$ cat src/rtl/alu_pipelined.sv
// Registered MIPS R-type ALU: combinational result/flag logic feeding a single
// output register stage, one clock of latency, new operation every cycle.
module alu_pipelined #(
    parameter int NB_DATA     = 8,
    parameter int NB_OPERADOR = 6
) (
    input  logic                   i_clock,
    input  logic                   i_reset,
    input  logic                   i_valid,
    input  logic [NB_DATA-1:0]     i_dato_a,
    input  logic [NB_DATA-1:0]     i_dato_b,
    input  logic [NB_OPERADOR-1:0] i_operador,
    output logic [NB_DATA-1:0]     o_resultado,
    output logic                   o_valid,
    output logic                   o_zero,
    output logic                   o_overflow
);

    localparam logic [5:0] OP_ADD = 6'b100000;
    localparam logic [5:0] OP_SUB = 6'b100010;
    localparam logic [5:0] OP_AND = 6'b100100;
    localparam logic [5:0] OP_OR  = 6'b100101;
    localparam logic [5:0] OP_XOR = 6'b100110;
    localparam logic [5:0] OP_NOR = 6'b100111;
    localparam logic [5:0] OP_SRA = 6'b000011;
    localparam logic [5:0] OP_SRL = 6'b000010;

    localparam logic [NB_DATA-1:0] SHIFT_LIMIT = NB_DATA'(NB_DATA);

    function automatic logic add_ovf(input logic sign_a, input logic sign_b,
                                     input logic sign_r);
        return (sign_a == sign_b) && (sign_r != sign_a);
    endfunction

    function automatic logic sub_ovf(input logic sign_a, input logic sign_b,
                                     input logic sign_r);
        return (sign_a != sign_b) && (sign_r != sign_a);
    endfunction

    // The full unsigned amount is honoured, so oversize shifts saturate to the fill value.
    function automatic logic [NB_DATA-1:0] shift_right(input logic [NB_DATA-1:0] val,
                                                       input logic [NB_DATA-1:0] amt,
                                                       input logic arith);
        logic fill;
        fill = arith & val[NB_DATA-1];
        if (amt >= SHIFT_LIMIT)
            return {NB_DATA{fill}};
        else if (arith)
            return $unsigned($signed(val) >>> amt);
        else
            return val >> amt;
    endfunction

    // Stage p0: combinational operation decode and result
    logic signed [NB_DATA-1:0] a_p0;
    logic signed [NB_DATA-1:0] b_p0;
    logic signed [NB_DATA-1:0] sum_p0;
    logic signed [NB_DATA-1:0] diff_p0;
    logic        [5:0]         op_p0;
    logic        [NB_DATA-1:0] res_p0;
    logic                      ovf_p0;

    assign a_p0    = i_dato_a;
    assign b_p0    = i_dato_b;
    assign op_p0   = i_operador[5:0];
    assign sum_p0  = a_p0 + b_p0;
    assign diff_p0 = a_p0 - b_p0;

    always_comb begin
        res_p0 = '0;
        ovf_p0 = 1'b0;
        case (op_p0)
            OP_ADD: begin
                res_p0 = sum_p0;
                ovf_p0 = add_ovf(a_p0[NB_DATA-1], b_p0[NB_DATA-1], sum_p0[NB_DATA-1]);
            end
            OP_SUB: begin
                res_p0 = diff_p0;
                ovf_p0 = sub_ovf(a_p0[NB_DATA-1], b_p0[NB_DATA-1], diff_p0[NB_DATA-1]);
            end
            OP_AND: res_p0 = i_dato_a & i_dato_b;
            OP_OR:  res_p0 = i_dato_a | i_dato_b;
            OP_XOR: res_p0 = i_dato_a ^ i_dato_b;
            OP_NOR: res_p0 = ~(i_dato_a | i_dato_b);
            OP_SRA: res_p0 = shift_right(i_dato_a, i_dato_b, 1'b1);
            OP_SRL: res_p0 = shift_right(i_dato_a, i_dato_b, 1'b0);
            default: begin
                res_p0 = '0;
                ovf_p0 = 1'b0;
            end
        endcase
    end

    // Stage p1: output register; data holds when no valid operation arrives
    logic [NB_DATA-1:0] res_p1;
    logic               zero_p1;
    logic               ovf_p1;
    logic               vld_p1;

    always_ff @(posedge i_clock or negedge i_reset) begin
        if (!i_reset) begin
            res_p1  <= '0;
            zero_p1 <= 1'b0;
            ovf_p1  <= 1'b0;
            vld_p1  <= 1'b0;
        end else begin
            vld_p1 <= i_valid;
            if (i_valid) begin
                res_p1  <= res_p0;
                zero_p1 <= (res_p0 == '0);
                ovf_p1  <= ovf_p0;
            end
        end
    end

    assign o_resultado = res_p1;
    assign o_zero      = zero_p1;
    assign o_overflow  = ovf_p1;
    assign o_valid     = vld_p1;

endmodule

$ cat config.mk
export PLATFORM = sky130hd
export DESIGN_NAME = alu_pipelined
export DESIGN_NICKNAME = d
export VERILOG_FILES = /design/src/rtl/alu_pipelined.sv
export SDC_FILE = /design/constraint.sdc
export NUM_CORES = 1
export LEC_CHECK = 0
export CORE_ASPECT_RATIO = 1.5
export CORE_UTILIZATION = 55
export DETAILED_ROUTE_END_ITERATION = 16
export PLACE_DENSITY = 0.82
export SETUP_SLACK_MARGIN = 0.5
export SYNTH_ARGS = -nofsm -noshare
export SYNTH_HDL_FRONTEND = slang
export SYNTH_SLANG_ARGS = --single-unit
$ cat constraint.sdc
create_clock -name i_clock -period 1.05 [get_ports i_clock]
set_clock_uncertainty 0.15 [all_clocks]
set_input_delay 0.105 -clock i_clock [delete_from_list [all_inputs] [get_ports i_clock]]
set_output_delay 0.105 -clock i_clock [all_outputs]
set_load 0.005 [all_outputs]
==> impl_table.tex, run 1 <==
\begin{tabular}{lr}
\hline
Metric & Value \\
\hline
\multicolumn{2}{l}{\textbf{Outcome}} \\
Result of the run & did not finish \\
Halt Stage & clock tree synthesis (4\_1\_cts) \\
Error that ended the run & [ERROR DPL-0038] Utilization greater than 100\%, impossible to legalize \\
\multicolumn{2}{l}{\textbf{Synthesis}} \\
Mux share of post-synthesis cell area & 12.09\% \\
Post-synth EDFFs & 0 \\
Yosys warning total & 0 \\
Fraction of synthesized cell area in xor and xnor cells & 4.767\% \\
Synthesized-area fraction occupied by ao, oa, aoi and oai cells & roughly a quarter \\
Area fraction in and, or, nand and nor cells after synthesis & 23.84\% \\
Area share of fa/ha/maj cells after synthesis & 16.57\% \\
Average cell area after synthesis & 8.076 sq um \\
Async set or reset register ratio after synthesis & 100.0\% \\
Synth Net Count & around 330 \\
Synthesized flop and latch total & 11 \\
Number of unique standard cell types used by synthesis & 62 \\
Mapped Area & 2205 sq um \\
Top flip-flop cell by instance count after synthesis & sky130\_fd\_sc\_hd\_\_dfrtp\_1 \\
Sequential cell area fraction in the yosys report & 12.49\% \\
Dominant combinational cell family by area after synthesis & simple AND/OR/NAND/NOR gates \\
Number of standard cells after synthesis & 273 \\
\multicolumn{2}{l}{\textbf{Die}} \\
Die H & 79.54 um \\
Overall die width & approximately 54 um \\
Std-Cell Rows & 27 \\
Top-Level Pins & 36 \\
Initial cell density of the core & 58.79\% \\
\multicolumn{2}{l}{\textbf{Clock network}} \\
Maximum count of clock buffers along a single path & 2 \\
H-tree levels & 1 \\
Clock net sink count & 11 \\
Number of gates resized after CTS & 234 \\
\# Post-CTS Setup Buffers & 36 \\
CTS Hold Buffers Added & 0 \\
Number of buffers created by CTS & 3 \\
Clock Tree Root & sky130\_fd\_sc\_hd\_\_clkbuf\_8 \\
\multicolumn{2}{l}{\textbf{Placed design}} \\
Detailed-placement wirelength estimate & 7297 um \\
I/O Buffers & 35 \\
Last weighted congestion value of the routability-driven placer & roughly 1.1 \\
\hline
\end{tabular}
[cells by family after synthesis]
| family | after synthesis |
|---|---|
| XOR/XNOR | 12 |
| buffers and inverters | 36 |
| flip-flops | 11 |
| adder cells (fa/ha/maj) | 28 |
| multiplexers | 22 |
| AND/OR/NAND/NOR | 91 |
| AO/OA/AOI/OAI | 73 |
[per-stage QoR]
stage	std cells	TNS, ns	cell area (sq um)	worst slack [ns]
global placement	436	-16.20	3437	-1.833
floorplan	273	-7.890	2391	-1.103
detailed placement	436	-17.36	3437	-1.966
[synthesized netlist by cell type (8+ instances only)]
cell type                  number  share of area, %
sky130_fd_sc_hd__o21ai_0        9               2.0
sky130_fd_sc_hd__ha_1          26                15
sky130_fd_sc_hd__mux2i_1       12               5.4
sky130_fd_sc_hd__nand2_1        8               1.4
sky130_fd_sc_hd__xnor2_1       10               4.0
sky130_fd_sc_hd__a21oi_1       19               4.3
sky130_fd_sc_hd__inv_1         19               3.2
sky130_fd_sc_hd__nor2_1        24               4.1
sky130_fd_sc_hd__nor2b_1        9               2.6
sky130_fd_sc_hd__nor3_1         9               2.0
sky130_fd_sc_hd__clkbuf_1       8               1.4
sky130_fd_sc_hd__dfrtp_1       11                12
==> inputs of run 2 (changes only) <==
==> config.mk (replaced) <==
export PLATFORM = sky130hd
export DESIGN_NAME = alu_pipelined
export DESIGN_NICKNAME = d
export VERILOG_FILES = /design/src/rtl/alu_pipelined.sv
export SDC_FILE = /design/constraint.sdc
export NUM_CORES = 1
export LEC_CHECK = 0
export CORE_UTILIZATION = 40
export DETAILED_ROUTE_END_ITERATION = 16
export PLACE_DENSITY_LB_ADDON = 0.15
export SYNTH_ARGS = -nofsm -noshare
export SYNTH_HDL_FRONTEND = slang
export SYNTH_SLANG_ARGS = --single-unit
==> run 2 against run 1 <==
The flow now finishes, with violations (negative setup slack). Synthesized cell count did not move. Area after synthesis did not move.
==> impl_table.tex, run 2 <==
\begin{tabular}{lr}
\hline
Metric & Value \\
\hline
\multicolumn{2}{l}{\textbf{Placed design}} \\
Detailed-placement wirelength estimate & 6586 um (-9.7\%) \\
DP Worst Slack & -1.924 ns (+0.04206 ns) \\
Last weighted congestion value of the routability-driven placer & 0.9030 (-19\%) \\
I/O Buffers & 35 (unchanged) \\
\multicolumn{2}{l}{\textbf{Layout}} \\
FILL cells & between 200 and 300 \\
Area growth syn-to-layout & 98.13\% \\
Max FFs per register & 8 \\
Commonest cells after routing, fill and taps aside & sky130\_fd\_sc\_hd\_\_buf\_4 (101), sky130\_fd\_sc\_hd\_\_buf\_6 (34), sky130\_fd\_sc\_hd\_\_nor2\_1 (22), sky130\_fd\_sc\_hd\_\_buf\_2 (13) \\
Antenna fix cells & 0 \\
Core Util, Final & 83.92\% \\
Nets@finish & 480 \\
Fraction of layout instances using a drive strength above 1 & roughly 65\% \\
Commonest non-fill, non-tap cell in the layout & sky130\_fd\_sc\_hd\_\_buf\_4 \\
\multicolumn{2}{l}{\textbf{Synthesis}} \\
Mapped Area & 2205 sq um (unchanged) \\
Top flip-flop cell by instance count after synthesis & sky130\_fd\_sc\_hd\_\_dfrtp\_1 \\
Number of unique standard cell types used by synthesis & 62 (unchanged) \\
Post-synth EDFFs & 0 (unchanged) \\
Synthesized flop and latch total & 11 (unchanged) \\
Number of standard cells after synthesis & 273 (unchanged) \\
Most repeated cell in the gate-level netlist after synthesis & sky130\_fd\_sc\_hd\_\_ha\_1 \\
Async set or reset register ratio after synthesis & 100.0\% (unchanged) \\
Top cells by count, synth & sky130\_fd\_sc\_hd\_\_ha\_1 (26), sky130\_fd\_sc\_hd\_\_nor2\_1 (24), sky130\_fd\_sc\_hd\_\_a21oi\_1 (19), sky130\_fd\_sc\_hd\_\_inv\_1 (19), sky130\_fd\_sc\_hd\_\_mux2i\_1 (12) \\
Yosys warning total & 0 (unchanged) \\
Synth Net Count & 326 (unchanged) \\
Average cell area after synthesis & 8.076 sq um (unchanged) \\
Largest cells by area after synthesis & sky130\_fd\_sc\_hd\_\_ha\_1 (15\%), sky130\_fd\_sc\_hd\_\_dfrtp\_1 (12\%), sky130\_fd\_sc\_hd\_\_mux2i\_1 (5.4\%), sky130\_fd\_sc\_hd\_\_a21oi\_1 (4.3\%), sky130\_fd\_sc\_hd\_\_nor2\_1 (4.1\%) \\
Sequential cell area fraction in the yosys report & 12.49\% (unchanged) \\
Cell taking the most area after synthesis & sky130\_fd\_sc\_hd\_\_ha\_1 \\
Area share of the leading cell type in the synthesized netlist & 14.76\% (unchanged) \\
\multicolumn{2}{l}{\textbf{Global routing}} \\
Sum of overflow across all layers after global routing & 0 \\
GRT Util Overall & between 30\% and 40\% \\
Largest net degree at the start of global routing & 17 \\
Vias in the first global route & about 2900 \\
Antenna violations before repair & 0 \\
First-pass GRT wire length & 14410 um \\
\multicolumn{2}{l}{\textbf{Timing}} \\
Final count of negative-setup-slack endpoints & 10 \\
Fin. max-slew vios & 0 \\
Worst-case headroom to the max-slew limit & 74.98\% \\
RSZ-0062 raised after global routing & true \\
Worst-Margin Slew & approximately 0.37 ns \\
Post-route fraction of the period consumed by the critical path & 218.0\% \\
Final worst-path setup slack & -1.239 ns \\
Time the worst path needs with I/O delays and setup & 2.289 ns \\
Count of endpoints failing hold in the final timing report & 0 \\
Highest clock frequency the design can meet & approximately 440 MHz \\
\multicolumn{2}{l}{\textbf{Die}} \\
Std-Cell Rows & 26 (-3.7\%) \\
Die H & 76.24 um (-4.1\%) \\
Area of the die & 5813 sq um \\
Top-Level Pins & 36 (unchanged) \\
Floorplan Core Area & 5205 sq um \\
Overall die width & 76.24 um (+42\%) \\
Initial cell density of the core & 42.36\% (-16 points) \\
\multicolumn{2}{l}{\textbf{Routing}} \\
Residual DRC count & 0 \\
Via density per instance & 6.097 \\
DRT antenna net count & 0 \\
Final routed wire length divided by cell count & approximately 22 um \\
Post-detailed-routing wire length & 10720 um \\
Via Count & 3024 \\
Number of DRC markers after the initial detailed-route iteration & between 200 and 300 \\
Detailed Routing Iterations Pass 1 & 5 \\
\multicolumn{2}{l}{\textbf{Critical path}} \\
Slowest-stage cell, CP & sky130\_fd\_sc\_hd\_\_fa\_2 \\
Beginning of the critical path & i\_dato\_a[0] \\
Launch point of the worst reg-to-reg path & o\_overflow \\
Critical Path Max Stage Delay & 0.35 ns \\
Critical Path Fanout Max & 3 \\
Worst Setup Start Kind & primary input \\
List of cells traversed by the critical path & buf\_8 -> ha\_4 -> fa\_2 -> a211oi\_2 -> nor3b\_2 -> o31ai\_1 -> xnor2\_1 -> a221oi\_2 -> nor4bb\_4 -> a41o\_1 \\
Critical Path End Type & flip-flop \\
Count of cells along the worst register-to-register path & 2 \\
Critical path capture point & o\_zero \\
Endpoint of the lowest-slack register-to-register path & o\_overflow \\
Kind of critical path & primary input to flip-flop \\
Minimum setup slack among reg-to-reg paths & about 0.030 ns \\
Worst endpoint data arrival time & 2.31 ns \\
Crit path required time & 1.07 ns \\
\multicolumn{2}{l}{\textbf{Run}} \\
Number of maximum-capacitance violations & 0 \\
\multicolumn{2}{l}{\textbf{Power and ir drop}} \\
Post-route total power & 2.767 mW \\
Power spent charging and discharging nets & 1.087 mW \\
Power per standard cell area & approximately 630 nW/um\^{}2 \\
Power share of the sequential group & 17.2\% \\
Cell leakage power & 1.927 nW \\
Design internal power & 1.680 mW \\
Maximum resistive drop on vdd & 0.5005 mV \\
Sw Share & 39.27\% \\
Clock network power share & 15.3\% \\
Comb power frac & roughly 68\% \\
\multicolumn{2}{l}{\textbf{Clock network}} \\
Number of buffers created by CTS & 3 (unchanged) \\
CTS clk-pin slew, worst paths & 0.05 ns \\
Clock Tree Root & sky130\_fd\_sc\_hd\_\_clkbuf\_8 \\
Clock net sink count & 11 (unchanged) \\
CTS tree & yes \\
Clock latency on the worst-skew pair & 0.24 ns \\
Maximum count of clock buffers along a single path & 2 (unchanged) \\
CTS Hold Buffers Added & 0 (unchanged) \\
H-tree levels & 1 (unchanged) \\
\multicolumn{2}{l}{\textbf{Outcome}} \\
Result of the run & complete, but fails checks \\
Failing checks & negative setup slack \\
\multicolumn{2}{l}{\textbf{Hold path}} \\
Hold WC Path Type & primary input to async pin \\
\hline
\end{tabular}
-- run 2: cell counts after synthesis --
Identical to the previous run, type by type.
-- run 2: metrics by stage --
step	area [sq um]	TNS, ns	cells	hold slack [ns]
global route	4368	-10.12	496	0.008915
floorplan	2391	-7.890	273	-0.3406
finish	4368	-9.971	496	0.01365
global placement	3511	-16.41	465	0.2627
CTS	4096	-9.140	486	0.01623
detailed placement	3511	-17.06	465	0.2651
-- run 2: power groups by stage --
stage                     registers [mW]  logic (mW)  clock network, mW
after detailed placement           0.482        1.34                  0
after global routing               0.478        1.95              0.474
after floorplan                    0.487       0.677                  0
final                              0.475        1.87              0.423
after CTS                          0.474        1.62              0.421
after global placement             0.482        1.32                  0
-- run 2: routing by layer --
metal	wire [um]	GRT usage, %	share of wire (%)	vias up
li1	-	-	-	1328
met1	4319	39.82	40	1479
met2	5310	55.05	50	178
met3	684	2.515	6.4	39
met4	401	12.88	3.7	0
met5	0	0	0	-
-- run 2: what timing repair did --
action / in CTS / in global routing
buffers inserted: 18 / 12
pin swaps: 52 / 31
gates resized for setup: 232 / 53
setup endpoints to repair: 21 / 11
-- run 2: final cells by class --
| type | instances | area (sq um) | share of cell area, % |
|---|---|---|---|
| multi-input cells | 226 | 2449 | 56.06 |
| flip-flops and latches | 11 | 275.3 | 6.302 |
| repair buffers | 165 | 1414 | 32.37 |
| inverters | 20 | 97.59 | 2.234 |
| well taps | 70 | 87.58 | 2.005 |
| clock buffers | 4 | 45.04 | 1.031 |
-- run 2: worst max-delay path, delay by kind of cell --
kind / cells / cell delay (ns)
adder cells (fa/ha/maj): 2 / 0.51
AND/OR/NAND/NOR: 2 / 0.36
XOR/XNOR: 1 / 0.14
AO/OA/AOI/OAI: 4 / 1.08
buffers and inverters: 1 / 0.10
-- run 2: logic make-up after synthesis --
| family | synth area share [%] |
|---|---|
| AND/OR/NAND/NOR | 23.84 |
| AO/OA/AOI/OAI | 23.50 |
| buffers and inverters | 6.754 |
| adder cells (fa/ha/maj) | 16.57 |
| multiplexers | 12.09 |
| XOR/XNOR | 4.767 |
| flip-flops | 12.49 |
-- run 2: worst min path at each step --
stage | from | endpoint | cells after the start
global placement | i_reset | o_resultado[0] | 2
CTS | i_reset | o_resultado[2] | 2
detailed placement | i_reset | o_resultado[2] | 2
finish | i_reset | o_resultado[0] | 2
floorplan | i_reset | o_overflow | 0
global route | i_reset | o_resultado[1] | 2
Power figures use the tool's default switching activity.
==> inputs of run 3 (changes only) <==
--- a/config.mk
+++ b/config.mk
@@ -8,6 +8,7 @@
 export CORE_UTILIZATION = 40
 export DETAILED_ROUTE_END_ITERATION = 16
 export PLACE_DENSITY_LB_ADDON = 0.15
+export REMOVE_ABC_BUFFERS = 1
 export SYNTH_ARGS = -nofsm -noshare
 export SYNTH_HDL_FRONTEND = slang
 export SYNTH_SLANG_ARGS = --single-unit
==> run 3 against run 2 <==
The flow still finishes with violations (negative setup slack). Clock power is 4% lower. Sequential share of layout area is 0.31 points higher. Cell count is 1.0% higher. Via count is 3.3% lower. Highest routed layer unchanged. Count of clock-buffer cells in the layout stayed put. Critical path depth stayed put. Non-clock buffer count is 5 higher. Cell area is 4.8% lower. Sequential power hardly changed. Register-to-register slack worse by 0.04 ns. Largest cell class unchanged. Total power is 5.6% lower.
==> impl_table.tex, run 3 (synthesis gave the netlist of run 2 again) <==
\begin{tabular}{lr}
\hline
Metric & Value \\
\hline
\multicolumn{2}{l}{\textbf{Global routing}} \\
Sum of overflow across all layers after global routing & 0 (unchanged) \\
Antenna violations before repair & 0 (unchanged) \\
Largest net degree at the start of global routing & 19 (+2) \\
Vias in the first global route & 2832 (-1.5\%) \\
First-pass GRT wire length & 14500 um (+0.62\%) \\
GRT Util Overall & 31.37\% (-0.16 points) \\
\multicolumn{2}{l}{\textbf{Clock network}} \\
CTS tree & yes \\
CTS clk-pin slew, worst paths & 0.05 ns (about the same) \\
Clock Tree Root & sky130\_fd\_sc\_hd\_\_clkbuf\_8 \\
Clock net sink count & 11 (unchanged) \\
CTS Hold Buffers Added & 0 (unchanged) \\
H-tree levels & 1 (unchanged) \\
Number of buffers created by CTS & 3 (unchanged) \\
Clock latency on the worst-skew pair & 0.23 ns (about the same) \\
Maximum count of clock buffers along a single path & 2 (unchanged) \\
\multicolumn{2}{l}{\textbf{Timing}} \\
Final count of negative-setup-slack endpoints & 10 (unchanged) \\
Post-route fraction of the period consumed by the critical path & 213.8\% (-4.2 points) \\
Worst-case headroom to the max-slew limit & 75.56\% (+0.57 points) \\
Time the worst path needs with I/O delays and setup & 2.244 ns (-0.04448 ns) \\
Worst-Margin Slew & 0.3657 ns (-0.008704 ns) \\
Final worst-path setup slack & -1.194 ns (+0.04448 ns) \\
Count of endpoints failing hold in the final timing report & 0 (unchanged) \\
RSZ-0062 raised after global routing & true \\
Fin. max-slew vios & 0 (unchanged) \\
Highest clock frequency the design can meet & 445.5 MHz (+2.0\%) \\
\multicolumn{2}{l}{\textbf{Die}} \\
Overall die width & 76.24 um (unchanged) \\
Die H & 76.24 um (unchanged) \\
Std-Cell Rows & 26 (unchanged) \\
Floorplan Core Area & 5205 sq um (unchanged) \\
Area of the die & 5813 sq um (unchanged) \\
Top-Level Pins & 36 (unchanged) \\
Initial cell density of the core & 42.36\% (unchanged) \\
\multicolumn{2}{l}{\textbf{Outcome}} \\
Result of the run & complete, but fails checks \\
Failing checks & negative setup slack \\
\multicolumn{2}{l}{\textbf{Critical path}} \\
Critical Path End Type & flip-flop \\
Worst endpoint data arrival time & 2.26 ns (-0.05 ns) \\
Minimum setup slack among reg-to-reg paths & -0.01 ns (-0.04 ns) \\
Critical Path Fanout Max & 3 (unchanged) \\
Kind of critical path & primary input to flip-flop \\
Worst Setup Start Kind & primary input \\
Crit path required time & 1.07 ns (about the same) \\
Count of cells along the worst register-to-register path & 4 (+2) \\
Endpoint of the lowest-slack register-to-register path & o\_resultado[7] \\
Launch point of the worst reg-to-reg path & o\_resultado[7] \\
\multicolumn{2}{l}{\textbf{Routing}} \\
Via density per instance & 5.834 (-4.3\%) \\
Final routed wire length divided by cell count & 18.55 um (-14\%) \\
Number of DRC markers after the initial detailed-route iteration & 228 (-12\%) \\
DRT antenna net count & 0 (unchanged) \\
Via Count & 2923 (-3.3\%) \\
Detailed Routing Iterations Pass 1 & 5 (unchanged) \\
Post-detailed-routing wire length & 9295 um (-13\%) \\
Residual DRC count & 0 (unchanged) \\
\multicolumn{2}{l}{\textbf{Power and ir drop}} \\
Power spent charging and discharging nets & 0.9750 mW (-10\%) \\
Comb power frac & 66.2\% (-1.3 points) \\
Cell leakage power & 1.873 nW (-2.8\%) \\
Power per standard cell area & 628.1 nW/um\^{}2 (-0.85\%) \\
Power share of the sequential group & 18.2\% (+1.0 points) \\
Clock network power share & 15.6\% (+0.3 points) \\
Design internal power & 1.638 mW (-2.5\%) \\
Maximum resistive drop on vdd & 0.5207 mV (+4.0\%) \\
Sw Share & 37.31\% (-2.0 points) \\
Post-route total power & 2.613 mW (-5.6\%) \\
\multicolumn{2}{l}{\textbf{Run}} \\
Number of maximum-capacitance violations & 0 (unchanged) \\
\multicolumn{2}{l}{\textbf{Layout}} \\
Fraction of layout instances using a drive strength above 1 & 61.95\% (-2.6 points) \\
Non-filler instance count after layout & 501 (+1.0\%) \\
Antenna fix cells & 0 (unchanged) \\
Commonest non-fill, non-tap cell in the layout & sky130\_fd\_sc\_hd\_\_buf\_4 \\
Max FFs per register & 8 (unchanged) \\
Final cell area excluding filler cells & 4160 sq um (-4.8\%) \\
Nets@finish & 485 (+1.0\%) \\
Area growth syn-to-layout & 88.71\% \\
Commonest cells after routing, fill and taps aside & sky130\_fd\_sc\_hd\_\_buf\_4 (114), sky130\_fd\_sc\_hd\_\_buf\_6 (23), sky130\_fd\_sc\_hd\_\_nor2\_1 (20), sky130\_fd\_sc\_hd\_\_buf\_2 (14), sky130\_fd\_sc\_hd\_\_ha\_1 (13) \\
\multicolumn{2}{l}{\textbf{Placed design}} \\
Placed cell areas & 3372 sq um (-4.0\%) \\
I/O Buffers & 35 (unchanged) \\
Detailed-placement wirelength estimate & 6189 um (-6.0\%) \\
DP Worst Slack & -2.051 ns (-0.1263 ns) \\
Last weighted congestion value of the routability-driven placer & 0.9303 (+3.0\%) \\
Cell Count Post-Placement & 469 (+0.86\%) \\
\multicolumn{2}{l}{\textbf{Hold path}} \\
Hold WC Path Type & primary input to async pin \\
\hline
\end{tabular}
[run 3: worst max-delay path, stage by stage]
cell	delay, ns
sky130_fd_sc_hd__buf_12	0.11
sky130_fd_sc_hd__ha_4	0.15
sky130_fd_sc_hd__fa_2	0.38
sky130_fd_sc_hd__a211oi_4	0.27
sky130_fd_sc_hd__nor3b_2	0.09
sky130_fd_sc_hd__o31ai_2	0.21
sky130_fd_sc_hd__xnor2_1	0.12
sky130_fd_sc_hd__a221oi_2	0.33
sky130_fd_sc_hd__nor4bb_2	0.28
sky130_fd_sc_hd__a41o_1	0.20
[run 3: final cells by class]
cell class                      instances  area (sq um)
Timing Repair Buffer                  170          1385
Tap cell                               70         87.58
Sequential cell                        11         275.3
Fill cell                             337          1045
Multi-Input combinational cell        226          2283
Clock buffer                            4         45.04
Inverter                               20         83.83
[run 3: per-layer routing]
metal | vias to the layer above | global-route usage (%) | routed length (um)
met5 | - | 0 | 0
met4 | 0 | 12.88 | 392
met3 | 38 | 3.713 | 673
met2 | 150 | 54.14 | 4561
met1 | 1400 | 39.34 | 3668
li1 | 1335 | - | -
[run 3: power by group through the flow]
stage / clock (mW) / sequential (mW) / combinational, mW
floorplan: 0 / 0.487 / 0.516
global placement: 0 / 0.481 / 1.26
detailed placement: 0 / 0.483 / 1.27
CTS: 0.422 / 0.475 / 1.59
global route: 0.446 / 0.481 / 1.83
finish: 0.408 / 0.476 / 1.73
[run 3: worst max path at each step]
stage           startpoint     end  slack, ns  cells after the start
2_1_floorplan  i_dato_a[0]  o_zero      -1.25                      9
4_1_cts        i_dato_b[0]  o_zero      -1.21                     10
5_1_grt        i_dato_a[0]  o_zero      -1.24                     10
3_3_place_gp   i_dato_a[0]  o_zero      -1.99                     10
6_report       i_dato_a[0]  o_zero      -1.19                     10
3_5_place_dp   i_dato_a[0]  o_zero      -2.05                     10
[run 3: per-stage QoR]
stage	TNS (ns)	util [%]	hold WS, ns
floorplan	-8.453	-	-0.3406
global placement	-17.31	64.78	0.2638
detailed placement	-17.65	64.78	0.2617
CTS	-9.773	77.26	0.008686
global route	-10.03	79.93	0.01890
finish	-9.344	79.93	0.01023
[run 3: what timing repair did]
| item | CTS | global route |
|---|---|---|
| setup endpoints to repair | 21 | 11 |
| cloned | 1 | 0 |
| endpoints found under the hold margin | 0 | 0 |
| resized for setup | 221 | 30 |
| setup buffers | 18 | 10 |
| pin swaps | 50 | 25 |
==> inputs of run 4 (changes only) <==
--- a/config.mk
+++ b/config.mk
@@ -9,6 +9,7 @@
 export DETAILED_ROUTE_END_ITERATION = 16
 export PLACE_DENSITY_LB_ADDON = 0.15
 export REMOVE_ABC_BUFFERS = 1
+export SETUP_SLACK_MARGIN = 0.2
 export SYNTH_ARGS = -nofsm -noshare
 export SYNTH_HDL_FRONTEND = slang
 export SYNTH_SLANG_ARGS = --single-unit
==> run 4 against run 3 <==
The flow still finishes with violations (negative setup slack). Count of clock-buffer cells in the layout unchanged. Sequential share of layout area about the same. Critical path depth unchanged. Critical endpoint unchanged. Via count decreased by 0.14%. Register-to-register slack about the same. Combinational power about the same.
==> impl_table.tex, run 4 (synthesis gave the netlist of run 2 again) <==
\begin{tabular}{lr}
\hline
Metric & Value \\
\hline
\multicolumn{2}{l}{\textbf{Outcome}} \\
Result of the run & complete, but fails checks \\
Failing checks & negative setup slack \\
\multicolumn{2}{l}{\textbf{Routing}} \\
Number of DRC markers after the initial detailed-route iteration & 258 (+13\%) \\
DRT antenna net count & 0 (unchanged) \\
Detailed Routing Iterations Pass 1 & 6 (+1) \\
Post-detailed-routing wire length & 9232 um (-0.68\%) \\
Via density per instance & 5.803 (-0.53\%) \\
Via Count & 2919 (-0.14\%) \\
Residual DRC count & 0 (unchanged) \\
Final routed wire length divided by cell count & 18.35 um (-1.1\%) \\
\multicolumn{2}{l}{\textbf{Critical path}} \\
Critical Path End Type & flip-flop \\
Slowest-stage cell, CP & sky130\_fd\_sc\_hd\_\_fa\_2 \\
Beginning of the critical path & i\_dato\_a[0] \\
List of cells traversed by the critical path & buf\_12 -> ha\_4 -> fa\_2 -> a211oi\_4 -> nor3b\_2 -> o31ai\_2 -> xnor2\_1 -> a221oi\_2 -> nor4bb\_2 -> a41o\_1 \\
Critical Path Fanout Max & 3 (unchanged) \\
Critical Path Max Stage Delay & 0.37 ns (about the same) \\
Worst Setup Start Kind & primary input \\
Launch point of the worst reg-to-reg path & o\_resultado[7] \\
Kind of critical path & primary input to flip-flop \\
Crit path required time & 1.07 ns (about the same) \\
Worst endpoint data arrival time & 2.25 ns (about the same) \\
\multicolumn{2}{l}{\textbf{Power and ir drop}} \\
Power per standard cell area & 628.4 nW/um\^{}2 (about the same) \\
Maximum resistive drop on vdd & 0.5149 mV (-1.1\%) \\
Cell leakage power & 1.884 nW (+0.55\%) \\
\multicolumn{2}{l}{\textbf{Global routing}} \\
GRT Util Overall & 31.37\% (unchanged) \\
Antenna violations before repair & 0 (unchanged) \\
Vias in the first global route & 2832 (unchanged) \\
Sum of overflow across all layers after global routing & 0 (unchanged) \\
Largest net degree at the start of global routing & 19 (unchanged) \\
First-pass GRT wire length & 14500 um (unchanged) \\
\multicolumn{2}{l}{\textbf{Timing}} \\
Post-route fraction of the period consumed by the critical path & 212.5\% (-1.3 points) \\
Hold slack final & 0.009210 ns (-0.001017 ns) \\
Worst-Margin Slew & 0.3732 ns (+0.007438 ns) \\
Final worst-path setup slack & -1.181 ns (+0.01352 ns) \\
Fin. max-slew vios & 0 (unchanged) \\
Count of endpoints failing hold in the final timing report & 0 (unchanged) \\
RSZ-0062 raised after global routing & true \\
Final count of negative-setup-slack endpoints & 10 (unchanged) \\
Time the worst path needs with I/O delays and setup & 2.231 ns (-0.01352 ns) \\
Highest clock frequency the design can meet & 448.2 MHz (+0.61\%) \\
Worst-case headroom to the max-slew limit & 75.06\% (-0.50 points) \\
\multicolumn{2}{l}{\textbf{Die}} \\
Floorplan Core Area & 5205 sq um (unchanged) \\
Initial cell density of the core & 42.36\% (unchanged) \\
Overall die width & 76.24 um (unchanged) \\
Top-Level Pins & 36 (unchanged) \\
Die H & 76.24 um (unchanged) \\
Std-Cell Rows & 26 (unchanged) \\
Area of the die & 5813 sq um (unchanged) \\
\multicolumn{2}{l}{\textbf{Layout}} \\
Non-filler instance count after layout & 503 (+0.40\%) \\
Antenna fix cells & 0 (unchanged) \\
Seq. cell area & 275.3 sq um (unchanged) \\
Final cell area excluding filler cells & 4163 sq um (about the same) \\
Core Util, Final & 79.98\% (about the same) \\
Area of combinational cells with multiple inputs & 2263 sq um (-0.88\%) \\
Fraction of layout instances using a drive strength above 1 & 61.89\% (about the same) \\
Nets@finish & 487 (+0.41\%) \\
Commonest non-fill, non-tap cell in the layout & sky130\_fd\_sc\_hd\_\_buf\_4 \\
Max FFs per register & 8 (unchanged) \\
Commonest cells after routing, fill and taps aside & sky130\_fd\_sc\_hd\_\_buf\_4 (114), sky130\_fd\_sc\_hd\_\_buf\_6 (25), sky130\_fd\_sc\_hd\_\_nor2\_1 (20), sky130\_fd\_sc\_hd\_\_buf\_2 (15), sky130\_fd\_sc\_hd\_\_ha\_1 (14) \\
FILL cells & 339 (+0.59\%) \\
Area growth syn-to-layout & 88.82\% (about the same) \\
\multicolumn{2}{l}{\textbf{Placed design}} \\
I/O Buffers & 35 (unchanged) \\
Cell Count Post-Placement & 469 (unchanged) \\
Detailed-placement wirelength estimate & 6189 um (unchanged) \\
Last weighted congestion value of the routability-driven placer & 0.9303 (unchanged) \\
Placed cell areas & 3372 sq um (unchanged) \\
\multicolumn{2}{l}{\textbf{Clock network}} \\
CTS Hold Buffers Added & 0 (unchanged) \\
CTS clk-pin slew, worst paths & 0.05 ns (about the same) \\
Clock net sink count & 11 (unchanged) \\
Number of buffers created by CTS & 3 (unchanged) \\
Maximum count of clock buffers along a single path & 2 (unchanged) \\
H-tree levels & 1 (unchanged) \\
Clock latency on the worst-skew pair & 0.23 ns (about the same) \\
CTS tree & yes \\
Clock Tree Root & sky130\_fd\_sc\_hd\_\_clkbuf\_8 \\
\multicolumn{2}{l}{\textbf{Run}} \\
Number of maximum-capacitance violations & 0 (unchanged) \\
\multicolumn{2}{l}{\textbf{Hold path}} \\
Hold WC Path Type & primary input to async pin \\
\hline
\end{tabular}
[run 4: final cells by class]
cell class / count / share of cell area, %
clock buffer: 4 / 1.082
inverter: 20 / 2.014
sequential: 11 / 6.613
multi-input combinational: 226 / 54.37
tap: 70 / 2.104
timing repair buffer: 172 / 33.81
[run 4: report_power, final]
group	leakage, nW	total (mW)	switching, mW	internal [mW]
sequential	0.139	0.475	0.0153	0.460
clock	0.0228	0.409	0.143	0.265
combinational	1.72	1.73	0.815	0.916
[run 4: critical path, delay by kind of cell]
| kind | cells | cell delay [ns] |
|---|---|---|
| AO/OA/AOI/OAI | 4 | 1.01 |
| buffers and inverters | 1 | 0.11 |
| adder cells (fa/ha/maj) | 2 | 0.52 |
| XOR/XNOR | 1 | 0.12 |
| AND/OR/NAND/NOR | 2 | 0.37 |
[run 4: what timing repair did]
item                       CTS  global route
pin swaps                   50            26
gates cloned                 1             0
setup buffers               18            11
gates resized for setup    224            28
setup endpoints to repair   21            21
[run 4: metrics by stage]
stage                     worst slack (ns)  power, mW  TNS, ns
after floorplan                     -1.252      1.002   -8.453
after global placement              -1.986      1.737   -17.31
after detailed placement            -2.051      1.758   -17.65
after CTS                           -1.213      2.489   -9.765
after global routing                -1.243      2.760   -10.10
final                               -1.181      2.616   -9.361
[run 4: final timing paths]
| path | cells past startpoint | slack (ns) | end |
|---|---|---|---|
| hold / removal | 2 | 0.009 | o_resultado[0] |
| setup reg to reg | 4 | -0.01 | o_resultado[7] |
| hold reg to reg | 1 | 0.35 | o_resultado[1] |
| max in group asynchronous | 2 | 0.60 | o_overflow |
| min in group i_clock | 1 | 0.35 | o_resultado[1] |
| setup / recovery | 10 | -1.18 | o_zero |
[run 4: per-layer routing]
layer / GRT usage (%) / routed length, um
met1: 39.34 / 3560
met2: 54.14 / 4525
met3: 3.713 / 757
met4: 12.88 / 388
met5: 0 / 0
